**src/rtl/ni_read_rqst_queue_pkg.sv**
```systemverilog
// Router/PE shared definitions: flit field widths, router info codes, PE address width.
package ni_read_rqst_queue_pkg;

  localparam int ROUTER_INFO_WIDTH = 4;
  localparam int ROUTER_ADDR_WIDTH = 16;
  localparam int ROUTER_DATA_WIDTH = 16;
  localparam int ROUTER_WIDTH      = ROUTER_INFO_WIDTH + ROUTER_ADDR_WIDTH + ROUTER_DATA_WIDTH;

  localparam logic [ROUTER_INFO_WIDTH-1:0] ROUTER_INFO_CONFIG    = 4'h1;
  localparam logic [ROUTER_INFO_WIDTH-1:0] ROUTER_INFO_BROADCAST = 4'h2;
  localparam logic [ROUTER_INFO_WIDTH-1:0] ROUTER_INFO_CALC      = 4'h3;
  localparam logic [ROUTER_INFO_WIDTH-1:0] ROUTER_INFO_WRITE     = 4'h5;
  localparam logic [ROUTER_INFO_WIDTH-1:0] ROUTER_INFO_READ      = 4'h6;

  localparam int PE_ACT_NO_WIDTH = 6;

endpackage

```
**src/rtl/ni_sync_fifo.sv**
```systemverilog
// Generic DEPTH x WIDTH synchronous FIFO; push while full is accepted only alongside a pop.
module ni_sync_fifo #(
  parameter int DEPTH = 4,
  parameter int WIDTH = 6
) (
  input  logic             clk,
  input  logic             rst,
  input  logic             push,
  input  logic             pop,
  input  logic [WIDTH-1:0] wdata,
  output logic [WIDTH-1:0] rdata,
  output logic             full,
  output logic             empty
);

  localparam int AW = $clog2(DEPTH);
  localparam logic [AW:0] FULL_CNT = (AW+1)'(DEPTH);

  logic [WIDTH-1:0] mem [DEPTH];
  logic [AW-1:0]    wr_ptr;
  logic [AW-1:0]    rd_ptr;
  logic [AW:0]      count;
  logic             push_eff;
  logic             pop_eff;

  assign full     = (count == FULL_CNT);
  assign empty    = (count == '0);
  assign pop_eff  = pop & ~empty;
  assign push_eff = push & (~full | pop_eff);
  assign rdata    = mem[rd_ptr];

  // NOTE: storage has no reset; only pointers and count define validity, so the array maps to plain registers/RAM.
  always_ff @(posedge clk) begin
    if (push_eff) mem[wr_ptr] <= wdata;
  end

  // NOTE: state registers use non-blocking assignments so every flop samples pre-edge values.
  always_ff @(posedge clk or posedge rst) begin
    if (rst) begin
      wr_ptr <= '0;
      rd_ptr <= '0;
      count  <= '0;
    end else begin
      if (push_eff) wr_ptr <= wr_ptr + AW'(1);
      if (pop_eff)  rd_ptr <= rd_ptr + AW'(1);
      unique case ({push_eff, pop_eff})
        2'b10:   count <= count + (AW+1)'(1);
        2'b01:   count <= count - (AW+1)'(1);
        default: count <= count;
      endcase
    end
  end

endmodule

```
**src/rtl/ni_read_rqst_queue.sv**
```systemverilog
// NI read-request queue: captures READ flits' addresses and issues them FIFO to the router.
// Define NI_READ_RQST_ASSERT_EN to compile in simulation-only overflow and issue-trace checks.
module ni_read_rqst_queue
  import ni_read_rqst_queue_pkg::*;
#(
  parameter int DEPTH  = 4,
  parameter int ADDR_W = PE_ACT_NO_WIDTH,
  parameter int IN_W   = ROUTER_WIDTH
) (
  input  logic              clk,
  input  logic              rst,
  input  logic              in_data_valid,
  input  logic [IN_W-1:0]   in_data,
  input  logic              router_rdy,
  output logic              read_rqst_read_en,
  output logic              ni_read_rqst,
  output logic [ADDR_W-1:0] ni_read_addr
);

  logic                         push;
  logic                         fifo_full;
  logic                         fifo_empty;
  logic [ADDR_W-1:0]            head_addr;
  logic [ROUTER_INFO_WIDTH-1:0] info;

  assign info = in_data[IN_W-1 -: ROUTER_INFO_WIDTH];
  assign push = in_data_valid && (info == ROUTER_INFO_READ);

  ni_sync_fifo #(
    .DEPTH (DEPTH),
    .WIDTH (ADDR_W)
  ) u_fifo (
    .clk   (clk),
    .rst   (rst),
    .push  (push),
    .pop   (read_rqst_read_en),
    .wdata (in_data[ROUTER_DATA_WIDTH +: ADDR_W]),
    .rdata (head_addr),
    .full  (fifo_full),
    .empty (fifo_empty)
  );

  assign ni_read_rqst      = ~fifo_empty;
  assign ni_read_addr      = ni_read_rqst ? head_addr : '0;
  assign read_rqst_read_en = ni_read_rqst & router_rdy;

  // Data field and upper address bits carry nothing for a read request.
  logic unused_in;
  assign unused_in = ^{in_data[ROUTER_DATA_WIDTH-1:0],
                       in_data[IN_W-ROUTER_INFO_WIDTH-1:ROUTER_DATA_WIDTH+ADDR_W], fifo_full};

`ifdef NI_READ_RQST_ASSERT_EN
  always_ff @(posedge clk) begin
    if (!rst && push && fifo_full && !read_rqst_read_en)
      $error("ni_read_rqst_queue: READ flit dropped, queue full");
    if (!rst && read_rqst_read_en)
      $display("@%0t read rqst addr=%0d", $time, ni_read_addr);
  end
`endif

endmodule

```
**config.mk**
```make
export PLATFORM = sky130hd
export DESIGN_NAME = ni_read_rqst_queue
export DESIGN_NICKNAME = d
export VERILOG_FILES = /design/src/rtl/ni_read_rqst_queue_pkg.sv /design/src/rtl/ni_sync_fifo.sv /design/src/rtl/ni_read_rqst_queue.sv
export SDC_FILE = /design/constraint.sdc
export NUM_CORES = 1
export LEC_CHECK = 0
export ABC_AREA = 1
export BUFFER_PORTS_ARGS = -buffer_cell sky130_fd_sc_hd__buf_2
export CORE_MARGIN = 1.5
export CORE_UTILIZATION = 25
export CTS_BUF_LIST = sky130_fd_sc_hd__clkbuf_16
export DETAILED_ROUTE_END_ITERATION = 10
export GPL_ROUTABILITY_DRIVEN = 0
export SYNTH_ARGS = -nofsm -noshare
export SYNTH_HDL_FRONTEND = slang
export SYNTH_SLANG_ARGS = --single-unit
export TNS_END_PERCENT = 50
```
**constraint.sdc**
```tcl
create_clock -name clk -period 1.5 [get_ports clk]
set_clock_uncertainty 0.1 [all_clocks]
set_input_delay 0.15 -clock clk [delete_from_list [all_inputs] [get_ports clk]]
set_output_delay 0.15 -clock clk [all_outputs]
set_load 0.02 [all_outputs]
```
==> flow_summary.rst, run 1 <==
.. list-table::
   :header-rows: 1

   * - Metric
     - Value
   * - Wire length of the first global-routing pass
     - between 4000 and 5000 um
   * - Final sum of negative setup slack
     - -1.63 ns
   * - Total Power Consumption
     - roughly 4.1 mW
   * - Most prevalent standard cell on the critical path
     - buf_6
   * - Cell area power density
     - 1920 nW/um^2
   * - Total length of routed wires
     - between 2000 and 3000 um
   * - Post-Synthesis Mean Instance Area
     - about 11 um^2
   * - Max Fanout on Critical Path
     - 6
   * - Post-synth EDFFs
     - 24
   * - Failing checks
     - setup timing
   * - Slew @ Worst Pin
     - between 0.3 and 0.4 ns
   * - Number of buffers created by CTS
     - 5
   * - CP max stage delay
     - roughly 0.39 ns
   * - Final Hold Violating Endpoints
     - 0
   * - Synth warn
     - 0
   * - Ordered list of cells on the worst path
     - nor2_4 > nand2_4 > buf_6 > clkinvlp_4 > a21oi_2 > buf_6
   * - Initial core utilization
     - 26.3%
   * - Number of maximum-capacitance violations
     - 0
   * - Post-DR vias/cell
     - between 4 and 5
   * - Worst-skew pair later-pin latency
     - 0.27 ns
   * - Post-synthesis cell type count
     - 21
   * - Signed area change from the synthesized netlist to the final layout
     - 46.5%
   * - Antenna violations before repair
     - 0
   * - Horizontal extent of the die
     - around 80 um
   * - Sequential standard cell area
     - 896 um^2
   * - Mapped Area
     - 1470 um^2
   * - Max Clock Freq
     - around 600 MHz
   * - Port Buf Inserts
     - 21
   * - Share of synthesized registers carrying an async set or reset
     - roughly 23%
   * - Fin crit share
     - 111%
   * - Vias in the first global route
     - 1048
   * - Area of all placed cells without fillers
     - ~2200 um^2
   * - Setup WS post-layout
     - -0.170 ns
   * - Slowest stage cell on the critical path
     - dfrtp_1
   * - Rows
     - 27
   * - Kind of critical path
     - register to output pin
   * - Beginning of the worst hold path
     - in_data[20]
   * - Hold Path Class
     - input port to register
   * - TritonCTS clock tree
     - done
   * - Final antenna-violating net count
     - 0
   * - Remaining Overflow, GRT
     - 0
   * - Buffers from clock root to sink, at most
     - 2
   * - Via Count
     - about 1000
   * - Placed Instances
     - between 200 and 250
   * - Most common cell in the synthesized netlist
     - nor2_1
   * - Main area contributors after synthesis
     - edfxtp_1 49%, dfrtp_1 12%, nor2_1 8.7%
   * - Global-route usage over all layers
     - between 10 and 15%
   * - DRC viols
     - 0
   * - Dominant synthesized flop cell
     - edfxtp_1
   * - Number of fill cells in the layout
     - between 500 and 600
   * - Portion of the post-synthesis area used by sequential elements
     - about three fifths
   * - DP Wirelength
     - around 2100 um
   * - Cell taking the most area after synthesis
     - edfxtp_1
   * - First-pass iteration count of the detailed router
     - 4
   * - Area of the multi-input gates
     - 532 um^2
   * - # setup viols final
     - 24
   * - Top-Level Pins
     - 48
   * - Count of state elements after synthesis
     - 31
   * - Critical path launch point type
     - register
   * - Count of mapped cells out of synthesis
     - between 100 and 150
   * - Arrival time worst endpoint
     - about 1.4 ns
   * - Violation count after the first detailed-route iteration
     - 66
   * - CTS sink cnt
     - 31
   * - Root Buffer Master
     - clkbuf_16
   * - Post-layout instance count excluding filler cells
     - approximately 260
   * - Smallest hold slack
     - between 0.005 and 0.006 ns
   * - Average wire per standard cell
     - approximately 11 um
   * - Global routing met1 resource utilization
     - between 10 and 15%
   * - Area share of the largest cell type after synthesis
     - between 40% and 50%
   * - Status
     - finished with violations
   * - Busiest layer in global routing
     - met2
   * - Unrepaired setup endpoints after global routing
     - true
   * - Proportion of layout cells with a drive suffix above 1
     - between 40 and 50%
   * - Maximum number of pins on one net before global-route repair
     - 11
   * - Global-route track usage on met3
     - under 10%
   * - List of most frequent post-synthesis cells
     - 34 x nor2_1, 24 x edfxtp_1, 18 x inv_1, 12 x o21ai_0, 8 x a21oi_1
   * - Die extent in y
     - about 80 um
   * - Reg2Reg Launch Point
     - u_fifo.count[0]$_DFFE_PP0P_
   * - Placed cell area
     - roughly 1800 um^2
   * - Number of max-slew violations in the final report
     - 0
   * - Critical Path Start
     - u_fifo.count[0]$_DFFE_PP0P_
   * - Area of the core
     - about 5600 um^2
   * - Leak
     - 0.897 nW
   * - GR met2 Demand/Resource
     - roughly 17%
   * - Final Critical Period
     - 1.67 ns
   * - CTS clk-pin slew, worst paths
     - approximately 0.050 ns
   * - H-Tree Depth
     - 2
   * - Data required time of the worst path
     - 1.25 ns
   * - ANT cells
     - 0
   * - Net count of the mapped netlist
     - 180
   * - CP endpoint kind
     - output pin
   * - Floorplan die area
     - about 6300 um^2
   * - Slew Limit Headroom
     - about three quarters
   * - Final nets
     - between 200 and 250
   * - Maximum VDD drop
     - approximately 0.00071 V
-- through the flow --
stage                     utilization, %  setup slack [ns]
after global routing                38.6            -0.262
after floorplan                        -            -0.101
final                               38.6            -0.170
after detailed placement            32.0            -0.154
after CTS                           37.8            -0.169
after global placement              32.0            -0.147
-- report_power, final --
part           switching (mW)  internal (mW)  leakage, nW
registers              0.0755           1.04        0.295
clock network           0.324          0.771       0.0812
logic                    1.01          0.905        0.520
total                    1.41           2.71        0.897
-- registers in the layout (all words and copies together) (netlist names) --
| signal | cells |
|---|---|
| u_fifo.rd_ptr | 2 |
| u_fifo.count | 3 |
| u_fifo.mem | 24 |
| u_fifo.wr_ptr | 2 |
-- what timing repair did --
item / 4_1_cts / 5_1_grt
setup buffers: 4 / 2
pin swaps: 1 / 1
hold buffers: 5 / 0
gates cloned: 0 / 0
hold endpoints to repair: 20 / 0
endpoints found under the setup margin: 33 / 35
resized for setup: 23 / 9
-- cells in the final DEF (no fill, tap or decap), drive strengths merged --
cell type | synthesis | layout
clkbuf | 1 | 5
ha | 4 | 4
nand4 | 1 | 1
clkinv | 0 | 2
nor2 | 36 | 36
clkinvlp | 0 | 1
nand2 | 11 | 11
inv | 19 | 18
fa | 1 | 1
dfrtp | 7 | 7
bufinv | 0 | 1
dlygate4sd3 | 0 | 5
edfxtp | 24 | 24
buf | 2 | 44
xor2 | 3 | 3
a21oi | 8 | 8
o21ai | 13 | 13
nand3 | 5 | 5
-- final cells by class --
class,count,area share (%)
Multi-Input combinational cell,82,24.7
Inverter,19,3.84
Sequential cell,31,41.7
Clock inverter,3,1.80
Tap cell,72,4.19
Timing Repair Buffer,49,18.0
Clock buffer,5,5.82
-- critical path, delay by kind of cell (launching register included) --
| kind | cells | cell delay [ns] |
|---|---|---|
| AOI/OAI and AO/OA | 1 | 0.20 |
| buffers and inverters | 3 | 0.42 |
| and+or+nand+nor | 2 | 0.13 |
| DFF | 1 | 0.39 |
-- kinds of logic (layout without fill, tap and decap cells) --
kind of cell	Yosys count	after routing	share of synthesized area [%]
AOI/OAI and AO/OA	21	21	7.93
and+or+nand+nor	53	53	18.3
xor gates and xnor gates	3	3	1.79
adders and majority gates	5	5	4.77
DFF	31	31	61.0
buffers and inverters	22	76	6.14
-- final timing paths --
check / slack [ns] / depth (start not counted) / to
worst max register to register: -0.16 / 12 / u_fifo.count[2]$_DFFE_PP0P_
max in group asynchronous: 0.82 / 3 / u_fifo.rd_ptr[1]$_DFFE_PP0P_
min in group asynchronous: 0.25 / 3 / u_fifo.count[0]$_DFFE_PP0P_
worst min-delay path: 0.006 / 1 / u_fifo.mem[0][4]$_DFFE_PP_
worst max-delay path: -0.17 / 6 / ni_read_addr[1]
worst min register to register: 0.51 / 2 / u_fifo.rd_ptr[1]$_DFFE_PP0P_
-- layer usage --
metal  share of wire, %  up-vias
met1                 41      473
met3                5.8        8
li1                   -      545
met5                  0        -
met4                3.1        0
met2                 50       21
No activity file was read; power rests on OpenSTA's default activity.
==> run 2: changes to the inputs <==
Settings changed: BUFFER_PORTS_ARGS -buffer_cell sky130_fd_sc_hd__buf_2 to -buffer_cell sky130_fd_sc_hd__clkbuf_2.
==> run 2 against run 1 <==
The flow still finishes with violations (setup timing); cell area is 1.9% higher; non-clock buffer count is 2 higher; clock power hardly changed; critical path depth stayed put; sequential share of layout area is 0.78 points lower; global-route usage is 0.065 points higher; critical path type unchanged; critical endpoint unchanged; highest routed layer unchanged.
==> flow_summary.rst, run 2 (same netlist as run 1, synthesis figures left out) <==
.. list-table::
   :header-rows: 1

   * - Metric
     - Value
   * - Status
     - finished with violations
   * - Failing checks
     - setup timing
   * - Total Power Consumption
     - 4.26 mW (+3.5%)
   * - Most common cell after layout, fill and taps aside
     - nor2_1
   * - DP Wirelength
     - 2030 um (-1.6%)
   * - DRC viols
     - 0 (unchanged)
   * - Final cell utilization of the core
     - 39.3% (+0.74 points)
   * - Hold Path Class
     - input port to register
   * - Floorplan die area
     - 6340 um^2 (unchanged)
   * - Number of fill cells in the layout
     - 543 (+0.56%)
   * - Port Buf Inserts
     - 21 (unchanged)
   * - Leak
     - 0.918 nW (+2.4%)
   * - Maximum number of pins on one net before global-route repair
     - 11 (unchanged)
   * - Final antenna-violating net count
     - 0 (unchanged)
   * - Horizontal extent of the die
     - 79.6 um (unchanged)
   * - Antenna violations before repair
     - 0 (unchanged)
   * - First-pass iteration count of the detailed router
     - 4 (unchanged)
   * - Global-route usage over all layers
     - 10.4% (+0.065 points)
   * - Cell area power density
     - 1950 nW/um^2 (+1.5%)
   * - Arrival time worst endpoint
     - 1.45 ns (+0.03 ns)
   * - Commonest cells after routing, fill and taps aside
     - 30 x nor2_1, 24 x edfxtp_1, 21 x buf_4, 16 x inv_1, 13 x clkbuf_2
   * - Average wire per standard cell
     - 11.1 um (+0.17%)
   * - Max Fanout on Critical Path
     - 6 (unchanged)
   * - Kind of critical path
     - register to output pin
   * - CTS sink cnt
     - 31 (unchanged)
   * - Area of the core
     - 5570 um^2 (unchanged)
   * - Violation count after the first detailed-route iteration
     - 26 (-61%)
   * - Register with the most flip-flops
     - u_fifo.mem
   * - # setup viols final
     - 36 (+50%)
   * - Setup WS post-layout
     - -0.199 ns (-0.0292 ns)
   * - Critical path launch point type
     - register
   * - Proportion of layout cells with a drive suffix above 1
     - 40.8% (+0.63 points)
   * - CP endpoint kind
     - output pin
   * - Number of flip-flops under the largest register name
     - 24 (unchanged)
   * - H-Tree Depth
     - 2 (unchanged)
   * - Final Hold Violating Endpoints
     - 0 (unchanged)
   * - Total length of routed wires
     - 2910 um (+0.94%)
   * - TritonCTS clock tree
     - done
   * - Sequential standard cell area
     - 896 um^2 (unchanged)
   * - Rows
     - 27 (unchanged)
   * - Top flop regs
     - u_fifo.mem (24), u_fifo.count (3)
   * - Wire length of the first global-routing pass
     - 4730 um (-0.44%)
   * - Number of maximum-capacitance violations
     - 0 (unchanged)
   * - Final nets
     - 235 (+0.86%)
   * - Slew @ Worst Pin
     - 0.351 ns (-0.0186 ns)
   * - Number of max-slew violations in the final report
     - 0 (unchanged)
   * - Area of the multi-input gates
     - 536 um^2 (+0.71%)
   * - Root Buffer Master
     - clkbuf_16
   * - Maximum VDD drop
     - 0.000885 V (+24%)
   * - Unrepaired setup endpoints after global routing
     - true
   * - Via Count
     - 1049 (+0.19%)
   * - Signed area change from the synthesized netlist to the final layout
     - 49.4%
   * - ANT cells
     - 0 (unchanged)
   * - Post-DR vias/cell
     - 3.99 (-0.57%)
   * - Slew Limit Headroom
     - 76.6% (+1.2 points)
   * - Initial core utilization
     - 26.3% (unchanged)
   * - Top-Level Pins
     - 48 (unchanged)
   * - Vias in the first global route
     - 1057 (+0.86%)
   * - Remaining Overflow, GRT
     - 0 (unchanged)
   * - Die extent in y
     - 79.6 um (unchanged)
   * - CTS clk-pin slew, worst paths
     - 0.05 ns (about the same)
   * - Max Clock Freq
     - 588 MHz (-1.7%)
   * - Number of buffers created by CTS
     - 5 (unchanged)
   * - Fin crit share
     - 113% (+1.9 points)
   * - Data required time of the worst path
     - 1.25 ns (about the same)
   * - Buffers from clock root to sink, at most
     - 2 (unchanged)
   * - Worst-skew pair later-pin latency
     - 0.27 ns (about the same)
   * - Final Critical Period
     - 1.70 ns (+0.0292 ns)
==> run 2: where the power goes <==
group | leakage [nW] | internal (mW) | switching (mW)
Combinational | 0.542 | 1.02 | 1.03
Sequential | 0.295 | 1.04 | 0.0775
Clock | 0.0812 | 0.771 | 0.328
Total | 0.918 | 2.83 | 1.44
==> run 2: what timing repair did <==
action | CTS | global route
endpoints found under the hold margin | 16 | 0
hold buffers | 4 | 0
setup endpoints to repair | 33 | 28
gates resized for setup | 26 | 14
pin swaps | 2 | 5
buffers inserted | 4 | 4
==> run 2: metrics by stage <==
stage	TNS [ns]	cell area (um^2)	hold WS [ns]	std cells	setup slack, ns
floorplan	-0.174	1470	-0.147	135	-0.101
global placement	-2.57	1790	-0.0191	243	-0.152
detailed placement	-2.91	1790	-0.0148	243	-0.167
CTS	-1.56	2120	0.00205	259	-0.192
global route	-5.26	2190	0.0170	263	-0.282
finish	-2.91	2190	0.00389	263	-0.199
==> run 2: layer usage <==
metal | vias to the layer above | track usage, % | part of all wire (%)
li1 | 549 | - | -
met1 | 478 | 10.9 | 42
met2 | 15 | 17.9 | 52
met3 | 7 | 2.97 | 3.3
met4 | 0 | 6.84 | 2.9
met5 | - | 0 | 0
==> run 2: path summary, 6_finish.rpt <==
| check | cells past startpoint | end | start | slack [ns] |
|---|---|---|---|---|
| max in group asynchronous | 3 | u_fifo.rd_ptr[0]$_DFFE_PP0P_ | rst | 0.82 |
| hold / removal | 1 | u_fifo.mem[0][0]$_DFFE_PP_ | in_data[16] | 0.004 |
| hold reg to reg | 2 | u_fifo.rd_ptr[1]$_DFFE_PP0P_ | u_fifo.rd_ptr[1]$_DFFE_PP0P_ | 0.52 |
| setup / recovery | 6 | ni_read_addr[1] | u_fifo.count[1]$_DFFE_PP0P_ | -0.20 |
| setup reg to reg | 11 | u_fifo.count[2]$_DFFE_PP0P_ | u_fifo.count[1]$_DFFE_PP0P_ | -0.15 |
| min in group asynchronous | 3 | u_fifo.count[1]$_DFFE_PP0P_ | rst | 0.25 |
==> run 2: area by class of cell <==
type | instances | area share [%]
flip-flops and latches | 31 | 40.9
well taps | 72 | 4.11
clock buffers | 5 | 5.71
repair buffers | 51 | 19.3
inverters | 19 | 3.77
multi-input cells | 82 | 24.4
clock inverters | 3 | 1.77
==> run 2: worst max-delay path: stages, from the launching register on <==
cell,delay (ns)
dfrtp_1,0.39
nor2_4,0.07
nand2_4,0.06
buf_6,0.10
clkinvlp_4,0.19
a21oi_2,0.20
clkbuf_8,0.17
